**src/rtl/matmul_pkg.sv**
```systemverilog
// Shared constants for the matmul index/address generators.
// Reset value, default address width and wrap targets.
package matmul_pkg;

  localparam int unsigned ADDR_W = 16;
  localparam int unsigned STEP_CNT_RST_VAL = 0;

  typedef enum logic {
    WRAP_TO_ZERO  = 1'b0,
    WRAP_TO_LIMIT = 1'b1
  } wrap_mode_e;

  // Overflow lands at 0, underflow lands back on the limit.
  localparam wrap_mode_e STEP_CNT_UP_WRAP = WRAP_TO_ZERO;
  localparam wrap_mode_e STEP_CNT_DN_WRAP = WRAP_TO_LIMIT;

endpackage

```
**src/rtl/step_wrap_adder.sv**
```systemverilog
// Next-value and wrap flag for a stepped, limit-wrapped counter.
// Subtract path exists only with STEP_CNT_DEC_EN defined.
module step_wrap_adder
  import matmul_pkg::*;
#(
  parameter int unsigned WIDTH = ADDR_W
) (
  input  logic [WIDTH-1:0] cur_i,
  input  logic [WIDTH-1:0] step_i,
  input  logic [WIDTH-1:0] limit_i,
  output logic [WIDTH-1:0] inc_nxt_o,
  output logic             inc_wrap_o
`ifdef STEP_CNT_DEC_EN
  ,
  output logic [WIDTH-1:0] dec_nxt_o,
  output logic             dec_wrap_o
`endif
);

  logic [WIDTH:0]   sum;
  logic [WIDTH-1:0] up_tgt;

  // Carry bit kept so limit=all-ones still wraps.
  assign sum        = {1'b0, cur_i} + {1'b0, step_i};
  assign inc_wrap_o = sum > {1'b0, limit_i};
  assign up_tgt     = (STEP_CNT_UP_WRAP == WRAP_TO_ZERO)
                    ? '0 : limit_i;
  assign inc_nxt_o  = inc_wrap_o ? up_tgt : sum[WIDTH-1:0];

`ifdef STEP_CNT_DEC_EN
  logic [WIDTH-1:0] dn_tgt;

  assign dec_wrap_o = cur_i < step_i;
  assign dn_tgt     = (STEP_CNT_DN_WRAP == WRAP_TO_LIMIT)
                    ? limit_i : '0;
  assign dec_nxt_o  = dec_wrap_o ? dn_tgt : cur_i - step_i;
`endif

endmodule

```
**src/rtl/step_counter_register.sv**
```systemverilog
// Loadable stepped counter with limit wrap and one-cycle wrap pulse.
// Define STEP_CNT_DEC_EN to add the dec port and down-count path.
module step_counter_register
  import matmul_pkg::*;
#(
  parameter int unsigned      WIDTH   = ADDR_W,
  parameter logic [WIDTH-1:0] RST_VAL = WIDTH'(STEP_CNT_RST_VAL)
) (
  input  logic             clk,
  input  logic             reset_n,
  input  logic             clear,
  input  logic             load_enable,
  input  logic [WIDTH-1:0] data_in,
  input  logic             inc,
`ifdef STEP_CNT_DEC_EN
  input  logic             dec,
`endif
  input  logic [WIDTH-1:0] step,
  input  logic [WIDTH-1:0] limit,
  output logic [WIDTH-1:0] data_out,
  output logic             at_limit,
  output logic             wrap
);

  logic [WIDTH-1:0] data_q, data_d;
  logic             wrap_q, wrap_d;
  logic [WIDTH-1:0] inc_nxt;
  logic             inc_wrap;
`ifdef STEP_CNT_DEC_EN
  logic [WIDTH-1:0] dec_nxt;
  logic             dec_wrap;
`endif

  step_wrap_adder #(
    .WIDTH(WIDTH)
  ) u_add (
    .cur_i     (data_q),
    .step_i    (step),
    .limit_i   (limit),
    .inc_nxt_o (inc_nxt),
    .inc_wrap_o(inc_wrap)
`ifdef STEP_CNT_DEC_EN
    ,
    .dec_nxt_o (dec_nxt),
    .dec_wrap_o(dec_wrap)
`endif
  );

  always_comb begin
    data_d = data_q;
    wrap_d = 1'b0;
    if (clear) begin
      data_d = '0;
    end else if (load_enable) begin
      data_d = data_in;
    end else if (inc) begin
      data_d = inc_nxt;
      wrap_d = inc_wrap;
`ifdef STEP_CNT_DEC_EN
    end else if (dec) begin
      data_d = dec_nxt;
      wrap_d = dec_wrap;
`endif
    end
  end

  always_ff @(posedge clk or negedge reset_n) begin
    if (!reset_n) begin
      data_q <= RST_VAL;
      wrap_q <= 1'b0;
    end else begin
      data_q <= data_d;
      wrap_q <= wrap_d;
    end
  end

  assign data_out = data_q;
  assign wrap     = wrap_q;
  assign at_limit = data_q == limit;

endmodule

```
**config.mk**
```make
export PLATFORM = sky130hd
export DESIGN_NAME = step_counter_register
export DESIGN_NICKNAME = d
export VERILOG_FILES = /design/src/rtl/matmul_pkg.sv /design/src/rtl/step_wrap_adder.sv /design/src/rtl/step_counter_register.sv
export SDC_FILE = /design/constraint.sdc
export NUM_CORES = 1
export LEC_CHECK = 0
export CAP_MARGIN = 20
export CORE_UTILIZATION = 53
export DETAILED_ROUTE_END_ITERATION = 7
export PLACE_DENSITY = 0.93
export SETUP_SLACK_MARGIN = 0.5
export SYNTH_ARGS = -nofsm -noshare
export SYNTH_HDL_FRONTEND = slang
export SYNTH_HIERARCHICAL = 1
export SYNTH_SLANG_ARGS = --single-unit
```
**constraint.sdc**
```tcl
create_clock -name clk -period 11.45 [get_ports clk]
set_clock_uncertainty 0.2 [all_clocks]
set_input_delay 3.435 -clock clk [delete_from_list [all_inputs] [get_ports clk]]
set_output_delay 3.435 -clock clk [all_outputs]
set_load 0.005 [all_outputs]
```
; ---- After elaboration in Yosys (flattened, before gate mapping)
; Index checks and enable logic that the tools add are counted.
[op_classes]
muxes = 7
n_reduce_logical = 1
n_div = 0
n_eq_ne = 1
n_lt_le_gt_ge = 1
n_addsub = 1
n_bitwise = 0
n_shift = 0
mul = 0
[op_table]
columns = cell, count
row1 = 16-bit 2-to-1 mux, 4
row2 = 16-bit by 16-bit adder with 17-bit output, 1
row3 = 17-bit by 16-bit > comparator with 1-bit output, 1
row4 = 16-bit == test, 1
row5 = 1-bit 2-to-1 mux, 3
row6 = 3-bit nonzero test, 1
[totals]
n_memories = 0
reg_bits = 17
rom_bits = 0
latch_bits = 0
elab_cells = 13
ramBits = 0
in_bits = 53

; ---- Depth between registers and ports, before layout
[depth]
depth_word = 6
mapped_depth = 18

; ---- Hierarchy
; The synthesis kept the hierarchy.
[by_module_without_submodules]
columns = mod, area_each_um2, instances, seq_area_each_um2, cells_per_inst
row1 = step_wrap_adder, 1430.1, 1, 0.0, 196
row2 = step_counter_register, 1091.0, 1, 425.4, 94

; ---- Least setup slack after synthesis
; OpenSTA, ideal clock, no wires.
[synth_path]
path_type = in2out
start = in limit[5]
end = out at_limit
t_required_ns = 7.815
arrival_ns = 3.983
path_slack_ns = 3.832
path_stages = 3
path_buffers = 0
cell_sequence = xnor2_1 > nand4_1 > nor4_1
[synth_between]
elab_chain_len = 1
[synth_lines]
columns = element, line_no
row1 = start: declaration, step_counter_register.sv:19  ; input logic [WIDTH-1:0] limit,
row2 = 16-bit == test, step_counter_register.sv:79  ; assign at_limit = data_q == limit;
row3 = end: declaration, step_counter_register.sv:21  ; output logic at_limit,
; Every way passes these cells.

; ---- Worst setup path after layout
[layout_path]
start = in limit[12]
end = out at_limit
; Same word-level chain as after synthesis.

==> results.py <==
metrics = {
    "run_status": {
        "status": "complete, but fails checks",
        "violations": "DRC",
    },
    "critical_path": {
        "max_stage_delay_ns": 0.58,
        "endpoint_kind": "output pin",
        "cp_data_required_time_ns": 7.82,
        "cp_common_cell": "clkdlybuf4s50_1",
        "cp_cell_sequence": "clkdlybuf4s50_1 > xnor2_1 > nand4_1 > nor4_1 > clkdlybuf4s50_1",
        "cp_max_fo": 2,
        "criticalPathCategory": "input port to output pin",
        "critPathArrivalTime_ns": 5.22,
        "cp-start-kind": "input port",
        "cp_slowest_cell": "clkdlybuf4s50_1",
    },
    "timing": {
        "max_freq_ghz": 0.113,
        "period_share": 0.773,
        "maxSlewHeadroom": 0.365,
        "slew_viol_final": 0,
        "rsz0062_at_grt": "false",
        "worst_slew_pin_slew_ns": 0.949,
        "period_minus_slack_ns": 8.85,
        "fin_setup_tns_ns": 0,
        "finalHoldViolCount": 0,
        "setup_viol": 0,
    },
    "synth": {
        "synth_xor_area_frac": 0.0799,
        "synth_cells": 290,
        "synth.top_cells.by_area": "dfrtp_1 (17%), ha_1 (16%), mux2i_1 (7.9%), xnor2_1 (6.9%), mux2_4 (6.0%)",
        "synth_commonest_cells": "ha_1 (32), nor2_1 (31), mux2i_1 (20), xnor2_1 (20)",
        "synthFlopType": "dfrtp_1",
        "synth_top_family_by_area": "simple AND/OR/NAND/NOR gates",
        "synth_compound_area_frac": 0.162,
        "synth_seq_area_share": 0.169,
        "synth.top_cell.area_share": 0.169,
        "synth_area_leader_cell": "dfrtp_1",
        "synthArstFlopShare": 1.00,
        "synthAdderAreaFrac": 0.167,
        "syn-cell-area_um2": 2520,
        "synth_area_per_cell_um2": 8.69,
        "ys_ff_latch": 17,
        "synthSimpleGateAreaFrac": 0.182,
        "synth_warnings": 6,
        "synthMuxAreaShare": 0.179,
        "synth.net_count": 376,
        "synth_edf_count": 0,
        "ys_types": 50,
        "synthMostInstantiatedCell": "ha_1",
    },
    "global_route": {
        "grt_max_degree": 18,
        "grt_pass1_vias": 2404,
        "grt_pass1_wl_um": 11100,
        "track_usage": 0.285,
        "antenna_found_initial": 0,
        "grt_overflow": 0,
    },
    "cells_and_area": {
        "fin_nets": 438,
        "final_layout_size_suffix_gt1_frac": 0.0969,
        "diodes": 0,
        "syn_to_final_growth_pct": 28.6,
        "fill_cells": 349,
        "final_core_util": 0.725,
    },
    "clock_network": {
        "cts_buffer_depth": 2,
        "cts_buffers": 3,
        "h-tree-depth": 1,
        "cts_root_buf": "clkbuf_8",
        "path_clk_slew_ns": 0.06,
        "cts_sinks": 17,
        "cts_resized": 0,
        "cts_tree": "yes",
        "worstSkewPairLatency_ns": 0.25,
        "hold_buffers": 0,
        "postCtsSetupBuffers": 0,
    },
    "hold_path": {
        "hp-class": "register to register",
    },
    "die": {
        "fp.dieH_um": 71.0,
        "dieArea_um2": 5040,
        "coreArea_um2": 4470,
        "die_width_um": 71.0,
        "io-pin-count": 71,
        "num_rows": 24,
        "initial_core_util": 0.563,
    },
    "route": {
        "wl_per_cell_um": 17.1,
        "antenna_left": 0,
        "first_pass_iters": 6,
        "initialDrtViolationCount": 176,
        "drc_errors": 4,
        "num_vias": 2409,
        "vias_per_cell": 5.98,
        "drt_wl_total_um": 6880,
    },
    "power": {
        "finalPower_mw": 0.384,
        "p_leak_nw": 1.55,
        "power.density_nw_per_um2": 118,
        "peakVddDrop_v": 0.000105,
    },
    "flow_run": {
        "drv_cap": 0,
    },
    "placed_design": {
        "io_buffer_count": 70,
        "dp_hpwl_um": 5610,
        "gp_congestion": 0.954,
    },
}
-- final cells by class --
| type | count | area [um2] | area share |
|---|---|---|---|
| Inverter | 17 | 63.8 | 0.0197 |
| Timing Repair Buffer | 70 | 701 | 0.216 |
| Tap cell | 52 | 65.1 | 0.0201 |
| Sequential cell | 17 | 425 | 0.131 |
| Clock buffer | 4 | 45.0 | 0.0139 |
| Multi-Input combinational cell | 243 | 1940 | 0.599 |
-- cell families (layout without fill, tap and decap cells) --
| logic type | count (synthesis) | count (layout) |
|---|---|---|
| XOR/XNOR | 23 | 23 |
| adder cells (fa/ha/maj) | 33 | 33 |
| AO/OA/AOI/OAI | 55 | 55 |
| multiplexers | 39 | 39 |
| AND/OR/NAND/NOR | 93 | 93 |
| buffers and inverters | 30 | 91 |
| flip-flops | 17 | 17 |
-- routing by layer --
| layer | part of all wire | GRT usage | vias to the layer above |
|---|---|---|---|
| met5 | 0 | 0 | - |
| met4 | 0.023 | 0.138 | 0 |
| met3 | 0.059 | 0.0285 | 15 |
| met2 | 0.48 | 0.475 | 77 |
| met1 | 0.44 | 0.370 | 1147 |
| li1 | - | - | 1170 |
-- sequential cells by signal, summed over array words and instances, names as in the netlist --
name,count
data_out,16
wrap,1
-- per-stage QoR --
| stage | hold slack [ns] | instance area [um2] | setup WS [ns] | std cells |
|---|---|---|---|---|
| finish | 0.576 | 3240 | 2.60 | 403 |
| global route | 0.592 | 3240 | 2.55 | 403 |
| CTS | 0.570 | 3240 | 2.65 | 403 |
| detailed placement | 0.553 | 3200 | 2.67 | 399 |
| global placement | 0.543 | 3200 | 2.68 | 399 |
| floorplan | 0.502 | 2520 | 3.83 | 290 |
-- worst paths after layout --
check	startpoint	endpoint	slack [ns]	cells after the start
worst max register to register	data_out[0]	data_out[7]	6.44	17
worst max-delay path	limit[12]	at_limit	2.60	5
max in group asynchronous	reset_n	data_out[12]	7.17	1
worst min-delay path	data_out[10]	data_out[10]	0.58	3
min in group asynchronous	reset_n	data_out[5]	3.42	1
worst min register to register	data_out[10]	data_out[10]	0.58	3
-- power breakdown --
group / total (mW) / leakage [nW] / internal [mW] / switching [mW]
combinational: 0.261 / 1.30 / 0.131 / 0.130
clock: 0.0435 / 0.0228 / 0.0247 / 0.0188
sequential: 0.0795 / 0.225 / 0.0673 / 0.0122
-- placed cells by master (no fill, tap or decap), types with 5 or more instances in the layout --
cell,synthesis,layout
mux2_2,9,9
mux2_4,10,10
nand2_1,16,16
nor2b_1,5,5
a211oi_1,5,5
o21ai_0,5,5
nand4_1,8,8
a21o_1,6,6
and3_1,11,11
dfrtp_1,17,17
xnor2_1,20,20
nor2_1,31,31
ha_1,32,32
nor3_1,8,8
nand3_1,5,5
inv_1,17,17
mux2i_1,20,20
a21oi_1,14,14
clkdlybuf4s50_1,0,70
-- worst max-delay path: cells and delay by family --
family	cells	cell delay, ns
simple gates	2	0.52
buf+inv	2	1.02
xor+xnor	1	0.25
Note: power is estimated with default switching activity, not from simulation.
